===== config.mk =====
export PLATFORM = sky130hd
export DESIGN_NAME = pc_fetch_control_flat
export DESIGN_NICKNAME = d
export VERILOG_FILES = /design/src/rtl/pc_fetch_control_if.sv /design/src/rtl/pc_fetch_control.sv /design/src/flat_wrapper.sv
export SDC_FILE = /design/constraint.sdc
export NUM_CORES = 1
export LEC_CHECK = 0
export BUFFER_PORTS_ARGS = -buffer_cell sky130_fd_sc_hd__buf_2
export CORE_ASPECT_RATIO = 0.5
export CORE_MARGIN = 5
export CORE_UTILIZATION = 45
export DETAILED_ROUTE_END_ITERATION = 8
export GPL_ROUTABILITY_DRIVEN = 0
export PLACE_DENSITY_LB_ADDON = 0.2
export SLEW_MARGIN = 0
export SYNTH_ARGS = -nofsm -noshare
export SYNTH_HDL_FRONTEND = slang
export SYNTH_SLANG_ARGS = --single-unit

===== constraint.sdc =====
create_clock -name Clk -period 2.45 [get_ports Clk]
set_clock_uncertainty 0.05 [all_clocks]
set_input_delay 0.3675 -clock Clk [delete_from_list [all_inputs] [get_ports Clk]]
set_output_delay 0.3675 -clock Clk [all_outputs]
set_load 0.1 [all_outputs]

===== src/rtl/pc_fetch_control_if.sv =====
// Fetch-control bus between the IF-stage PC controller and the rest of the pipeline.
// The controller connects through the master modport.
// The incrementor, hazard unit and redirect sources connect through the slave modport.
// Optional feature macro: PC_PERF_CNT_EN adds the RedirectCount and StallCount performance counters.
interface pc_fetch_control_if;
    logic [31:0] PCAddResult;
    logic        Stall;
    logic        BranchTaken;
    logic [31:0] BranchTarget;
    logic        Jump;
    logic [31:0] JumpTarget;
    logic [31:0] PCResult;
    logic        FetchValid;
    logic        FlushIFID;
    logic        AlignErr;
`ifdef PC_PERF_CNT_EN
    logic [31:0] RedirectCount;
    logic [31:0] StallCount;

    modport master (
        input  PCAddResult, Stall, BranchTaken, BranchTarget, Jump, JumpTarget,
        output PCResult, FetchValid, FlushIFID, AlignErr, RedirectCount, StallCount
    );
    modport slave (
        output PCAddResult, Stall, BranchTaken, BranchTarget, Jump, JumpTarget,
        input  PCResult, FetchValid, FlushIFID, AlignErr, RedirectCount, StallCount
    );
`else
    modport master (
        input  PCAddResult, Stall, BranchTaken, BranchTarget, Jump, JumpTarget,
        output PCResult, FetchValid, FlushIFID, AlignErr
    );
    modport slave (
        output PCAddResult, Stall, BranchTaken, BranchTarget, Jump, JumpTarget,
        input  PCResult, FetchValid, FlushIFID, AlignErr
    );
`endif
endinterface


===== src/rtl/pc_fetch_control.sv =====
// Program-counter register and next-PC selector for the IF stage of the pipelined MIPS core.
// It holds the PC through a boot delay, honours hazard stalls and takes branch/jump redirects.
// It raises a one-cycle IF/ID flush after each redirect.
// A misaligned redirect target vectors the PC to ERR_VECTOR and sets a sticky AlignErr flag.
// Optional feature macro: PC_PERF_CNT_EN adds the redirect and stall-cycle counters.
module pc_fetch_control #(
    parameter logic [31:0] RESET_PC   = 32'h0000_0000,
    parameter logic [31:0] ERR_VECTOR = 32'h0000_0080,
    parameter int unsigned BOOT_DELAY = 2              // legal range 1..15
) (
    input  logic                  Clk,
    input  logic                  Reset,
    pc_fetch_control_if.master    bus
);

    // The unused fourth code is named so that the case statement is full.
    // That code behaves exactly as BOOT.
    typedef enum logic [1:0] {
        BOOT  = 2'b00,
        RUN   = 2'b01,
        HOLD  = 2'b10,
        SPARE = 2'b11
    } state_t;

    localparam logic [3:0] BOOT_LAST = 4'(BOOT_DELAY - 1);

    state_t      state, nextState;
    logic [3:0]  bootCnt, nextBootCnt;
    logic [31:0] pcReg, nextPc;
    logic        fetchValidReg, nextFetchValid;
    logic        flushReg, nextFlush;
    logic        alignErrReg, nextAlignErr;

    // Jump has priority over a branch.
    // Only the selected target is checked for alignment.
    logic        redirect;
    logic [31:0] redirectTarget;
    logic        misaligned;

    assign redirect       = bus.Jump | bus.BranchTaken;
    assign redirectTarget = bus.Jump ? bus.JumpTarget : bus.BranchTarget;
    assign misaligned     = redirect && (redirectTarget[1:0] != 2'b00);

    // Next-state, next-PC and registered-output selection.
    always_comb begin
        // NOTE: every variable gets a default first so no path leaves one unassigned (no latch).
        nextState      = state;
        nextBootCnt    = bootCnt;
        nextPc         = pcReg;
        nextFetchValid = 1'b0;
        nextFlush      = 1'b0;
        nextAlignErr   = alignErrReg;

        case (state)
            RUN, HOLD: begin
                if (redirect) begin
                    nextState      = RUN;
                    nextFetchValid = 1'b1;
                    nextFlush      = 1'b1;
                    if (misaligned) begin
                        nextPc       = ERR_VECTOR;
                        nextAlignErr = 1'b1;
                    end else begin
                        nextPc = redirectTarget;
                    end
                end else if (bus.Stall) begin
                    nextState = HOLD;
                end else if (state == HOLD) begin
                    // Leaving HOLD re-presents the held PC as a fresh fetch.
                    nextState      = RUN;
                    nextFetchValid = 1'b1;
                end else begin
                    nextPc         = bus.PCAddResult;
                    nextFetchValid = 1'b1;
                end
            end
            default: begin
                // BOOT and the spare code both land here.
                // Redirect and stall inputs are ignored in this state.
                nextPc = RESET_PC;
                if (bootCnt >= BOOT_LAST) begin
                    nextState      = RUN;
                    nextBootCnt    = 4'd0;
                    nextFetchValid = 1'b1;
                end else begin
                    nextBootCnt = bootCnt + 4'd1;
                end
            end
        endcase
    end

    // State and output registers with synchronous reset taking top priority.
    always_ff @(posedge Clk) begin
        // NOTE: sequential state uses non-blocking assignments so every register samples pre-edge values.
        if (Reset) begin
            state         <= BOOT;
            bootCnt       <= 4'd0;
            pcReg         <= RESET_PC;
            fetchValidReg <= 1'b0;
            flushReg      <= 1'b0;
            alignErrReg   <= 1'b0;
        end else begin
            state         <= nextState;
            bootCnt       <= nextBootCnt;
            pcReg         <= nextPc;
            fetchValidReg <= nextFetchValid;
            flushReg      <= nextFlush;
            alignErrReg   <= nextAlignErr;
        end
    end

    assign bus.PCResult   = pcReg;
    assign bus.FetchValid = fetchValidReg;
    assign bus.FlushIFID  = flushReg;
    assign bus.AlignErr   = alignErrReg;

`ifdef PC_PERF_CNT_EN
    logic        countRedirect;
    logic        countStall;
    logic [31:0] redirectCountReg;
    logic [31:0] stallCountReg;

    // Neither counter can advance in BOOT.
    // Only RUN and HOLD accept redirects, and HOLD is never BOOT.
    assign countRedirect = ((state == RUN) || (state == HOLD)) && redirect;
    assign countStall    = (state == HOLD);

    // Free-running performance counters that wrap modulo 2^32.
    always_ff @(posedge Clk) begin
        if (Reset) begin
            redirectCountReg <= 32'd0;
            stallCountReg    <= 32'd0;
        end else begin
            if (countRedirect) redirectCountReg <= redirectCountReg + 32'd1;
            if (countStall)    stallCountReg    <= stallCountReg + 32'd1;
        end
    end

    assign bus.RedirectCount = redirectCountReg;
    assign bus.StallCount    = stallCountReg;
`endif

endmodule


===== src/flat_wrapper.sv =====
// flat-port wrapper written by rule: the top's interface ports become plain ports
module pc_fetch_control_flat 
#(
    parameter logic [31:0] RESET_PC   = 32'h0000_0000,
    parameter logic [31:0] ERR_VECTOR = 32'h0000_0080,
    parameter int unsigned BOOT_DELAY = 2                                  
)
  (Clk, Reset, bus_PCAddResult, bus_Stall, bus_BranchTaken, bus_BranchTarget, bus_Jump, bus_JumpTarget, bus_PCResult, bus_FetchValid, bus_FlushIFID, bus_AlignErr);
  pc_fetch_control_if bus_i ();
  input  logic Clk;
  input  logic Reset;
  input wire logic [$bits(bus_i.PCAddResult)-1:0] bus_PCAddResult;
  input wire logic [$bits(bus_i.Stall)-1:0] bus_Stall;
  input wire logic [$bits(bus_i.BranchTaken)-1:0] bus_BranchTaken;
  input wire logic [$bits(bus_i.BranchTarget)-1:0] bus_BranchTarget;
  input wire logic [$bits(bus_i.Jump)-1:0] bus_Jump;
  input wire logic [$bits(bus_i.JumpTarget)-1:0] bus_JumpTarget;
  output wire logic [$bits(bus_i.PCResult)-1:0] bus_PCResult;
  output wire logic [$bits(bus_i.FetchValid)-1:0] bus_FetchValid;
  output wire logic [$bits(bus_i.FlushIFID)-1:0] bus_FlushIFID;
  output wire logic [$bits(bus_i.AlignErr)-1:0] bus_AlignErr;
  assign bus_i.PCAddResult = bus_PCAddResult;
  assign bus_i.Stall = bus_Stall;
  assign bus_i.BranchTaken = bus_BranchTaken;
  assign bus_i.BranchTarget = bus_BranchTarget;
  assign bus_i.Jump = bus_Jump;
  assign bus_i.JumpTarget = bus_JumpTarget;
  assign bus_PCResult = bus_i.PCResult;
  assign bus_FetchValid = bus_i.FetchValid;
  assign bus_FlushIFID = bus_i.FlushIFID;
  assign bus_AlignErr = bus_i.AlignErr;
  pc_fetch_control #(.RESET_PC(RESET_PC), .ERR_VECTOR(ERR_VECTOR), .BOOT_DELAY(BOOT_DELAY)) u_core (.Clk(Clk), .Reset(Reset), .bus(bus_i));
endmodule

==> reports/qor.txt <==
Final setup fails = 0
Commonest non-fill, non-tap cell in the layout = buf_2
Worst path required time = 2.57 ns
Area grow syn2layout = 33.2%
Die height = 63.0 um
Crit start category = input pin
DP HPWL = 5.58 mm
Syn Area/Cell = 9.05 sq um
Cell Rows = 19
Total Routing Usage GR = 20.6%
RSZ-0062 raised after global routing = no
Ys flop type = dfxtp_1
Cell area after synthesis = 0.00252 sq mm
Die ar. = 0.00730 sq mm
Worst EP arrival = 2.15 ns
Ant diodes = 0
CP Capture Type = register
Die W = 116 um
Drt initial violations = 155
IO Pins = 136
Clock transition at path regs = 0.06 ns
Placed inst area = 0.00320 sq mm
Finished Cell Area = 0.00336 sq mm
Fmax = 492 MHz
DR vias = 2655
Final #Nets = 506
Overflow after GRT = 0
Maximum vdd drop = 0.433 mV
LEAKAGE = 1.44 nW
Worst Max-Slew Pin Slew = 1.30 ns
Largest net degree at the start of global routing = 42
Fin. Hold Viols = 0
Yosys warns = 0
Seq/Total Area, Yosys = 32.5%
DR WL/cell = 16.4 um
CTS resizes = 0
Final period utilization = 83.0%
Worst hold path class = in -> reg
DR vias/cell = 5.60
Post-route setup slack = 0.416 ns
Synth unique cells = 34
Layout cells sized above 1 = 44.1%
Setup TNS = 0 ns
Core ar. = 0.00547 sq mm
Num CTS Buffers = 5
Total Routed Length = 7.77 mm
Setup bufs post-CTS = 0
Mapped Cells = 279
Buffers on Ports = 135
Number of global-route vias before repair = 2698
Pwr Density = 776 mW/mm^2
Async SR Flop Fraction = 0%
Drt first pass iters = 4
Worst slack, placed = 0.110 ns
Clk root buf = clkbuf_16
Status = completed
CTS Sinks = 41
Commonest non-fill, non-tap cells in the layout = buf_2 (135), dfxtp_1 (41), a221o_1 (29)
Maximum buffer depth of the clock tree = 2
H-tree depth = 2
DRC viols = 0
Fin. max-slew vios = 0
Crit-path max FO = 31
Flop and latch count out of synthesis = 41
Max transition margin = 12.7%
Initial antenna violation count = 0
Max Cap Violations = 0
Crit Path Class = in -> reg
Synthesized Nets = 384
Starting Density = 46.2%
Number of synthesized flops with an enable pin = 0
Minimum clock period = 2.03 ns
Final Core Density = 61.5%
Final ANT Viol Nets = 0
Cts hold-fix bufs = 0
Clk_lat worst skew = 0.28 ns
First-pass GRT wire length = 12.2 mm
CTS tree = done
## final cells by class
class                   instances  area (sq um)
well taps                      73          91.3
fillers                       510          2110
inverters                      28           105
repair buffers                144           743
clock inverters                 2          35.0
multi-input cells             181          1440
clock buffers                   5           125
flip-flops and latches         41           821
## Yosys cell counts, types with 2 or more instances
cell | n | area share, %
a221o_1 | 29 | 11
buf_4 | 3 | 0.89
nand3_1 | 5 | 0.99
o21ai_0 | 22 | 4.4
nand2_1 | 27 | 4.0
buf_6 | 3 | 1.3
dfxtp_1 | 41 | 33
inv_1 | 28 | 4.2
nand3b_1 | 22 | 6.5
and2_1 | 9 | 2.2
a21oi_1 | 7 | 1.4
nor4b_1 | 2 | 0.69
o21a_1 | 4 | 1.2
a32o_1 | 7 | 2.8
buf_2 | 15 | 3.0
nor2_1 | 4 | 0.59
a221oi_2 | 22 | 13
ha_1 | 4 | 2.0
or2_1 | 2 | 0.50
clkbuf_1 | 8 | 1.2
nand2b_1 | 2 | 0.50
## sequential cells by signal, summed over array words and instances (netlist names)
register               flops
u_core.state               2
u_core.bus.PCResult       32
u_core.bus.AlignErr        1
u_core.bus.FlushIFID       1
u_core.bus.FetchValid      1
u_core.bootCnt             4
## final timing paths
check                                        start                             endpoint  slack (ns)  cells after the start
setup / recovery                          bus_Jump  u_core.bus.PCResult[5]$_SDFFE_PP0P_        0.42                      4
hold / removal                  bus_PCAddResult[0]  u_core.bus.PCResult[0]$_SDFFE_PP0P_        0.28                      3
setup reg to reg      u_core.state[0]$_SDFFE_PP0P_  u_core.bus.PCResult[5]$_SDFFE_PP0P_        0.52                      5
hold reg to reg   u_core.bus.AlignErr$_SDFFE_PP0P_     u_core.bus.AlignErr$_SDFFE_PP0P_        0.41                      2
## kinds of logic after synthesis
kind of cell             share of synthesized area (%)
flip-flops                                        32.5
AND/OR/NAND/NOR                                   18.3
multiplexers                                     0.396
buffers and inverters                             10.6
adder cells (fa/ha/maj)                           1.98
AO/OA/AOI/OAI                                     36.3
## power by group
group	internal, mW	total (mW)	switching (mW)
sequential	0.750	0.792	0.0417
combinational	0.287	1.09	0.802
clock	0.473	0.729	0.257
total	1.51	2.61	1.10
## critical path, stage by stage
cell      delay [ns]
buf_2           0.12
nor2b_2         0.99
a211oi_2        0.35
a32o_1          0.32
## per-stage QoR
step	hold WS (ns)	instances	total power [mW]
detailed placement	0.396	467	1.89
global route	0.283	474	2.74
floorplan	0.381	279	1.64
global placement	0.384	467	1.87
finish	0.277	474	2.61
CTS	0.278	474	2.63
## per-layer routing
layer	wire [um]	share of wire, %	up-vias	track usage [%]
li1	-	-	1297	-
met1	3290	42	1263	25.2
met2	3840	49	89	36.5
met3	599	7.7	6	5.03
met4	48	0.62	0	4.34
met5	0	0	-	0
Power figures use the tool's default switching activity.
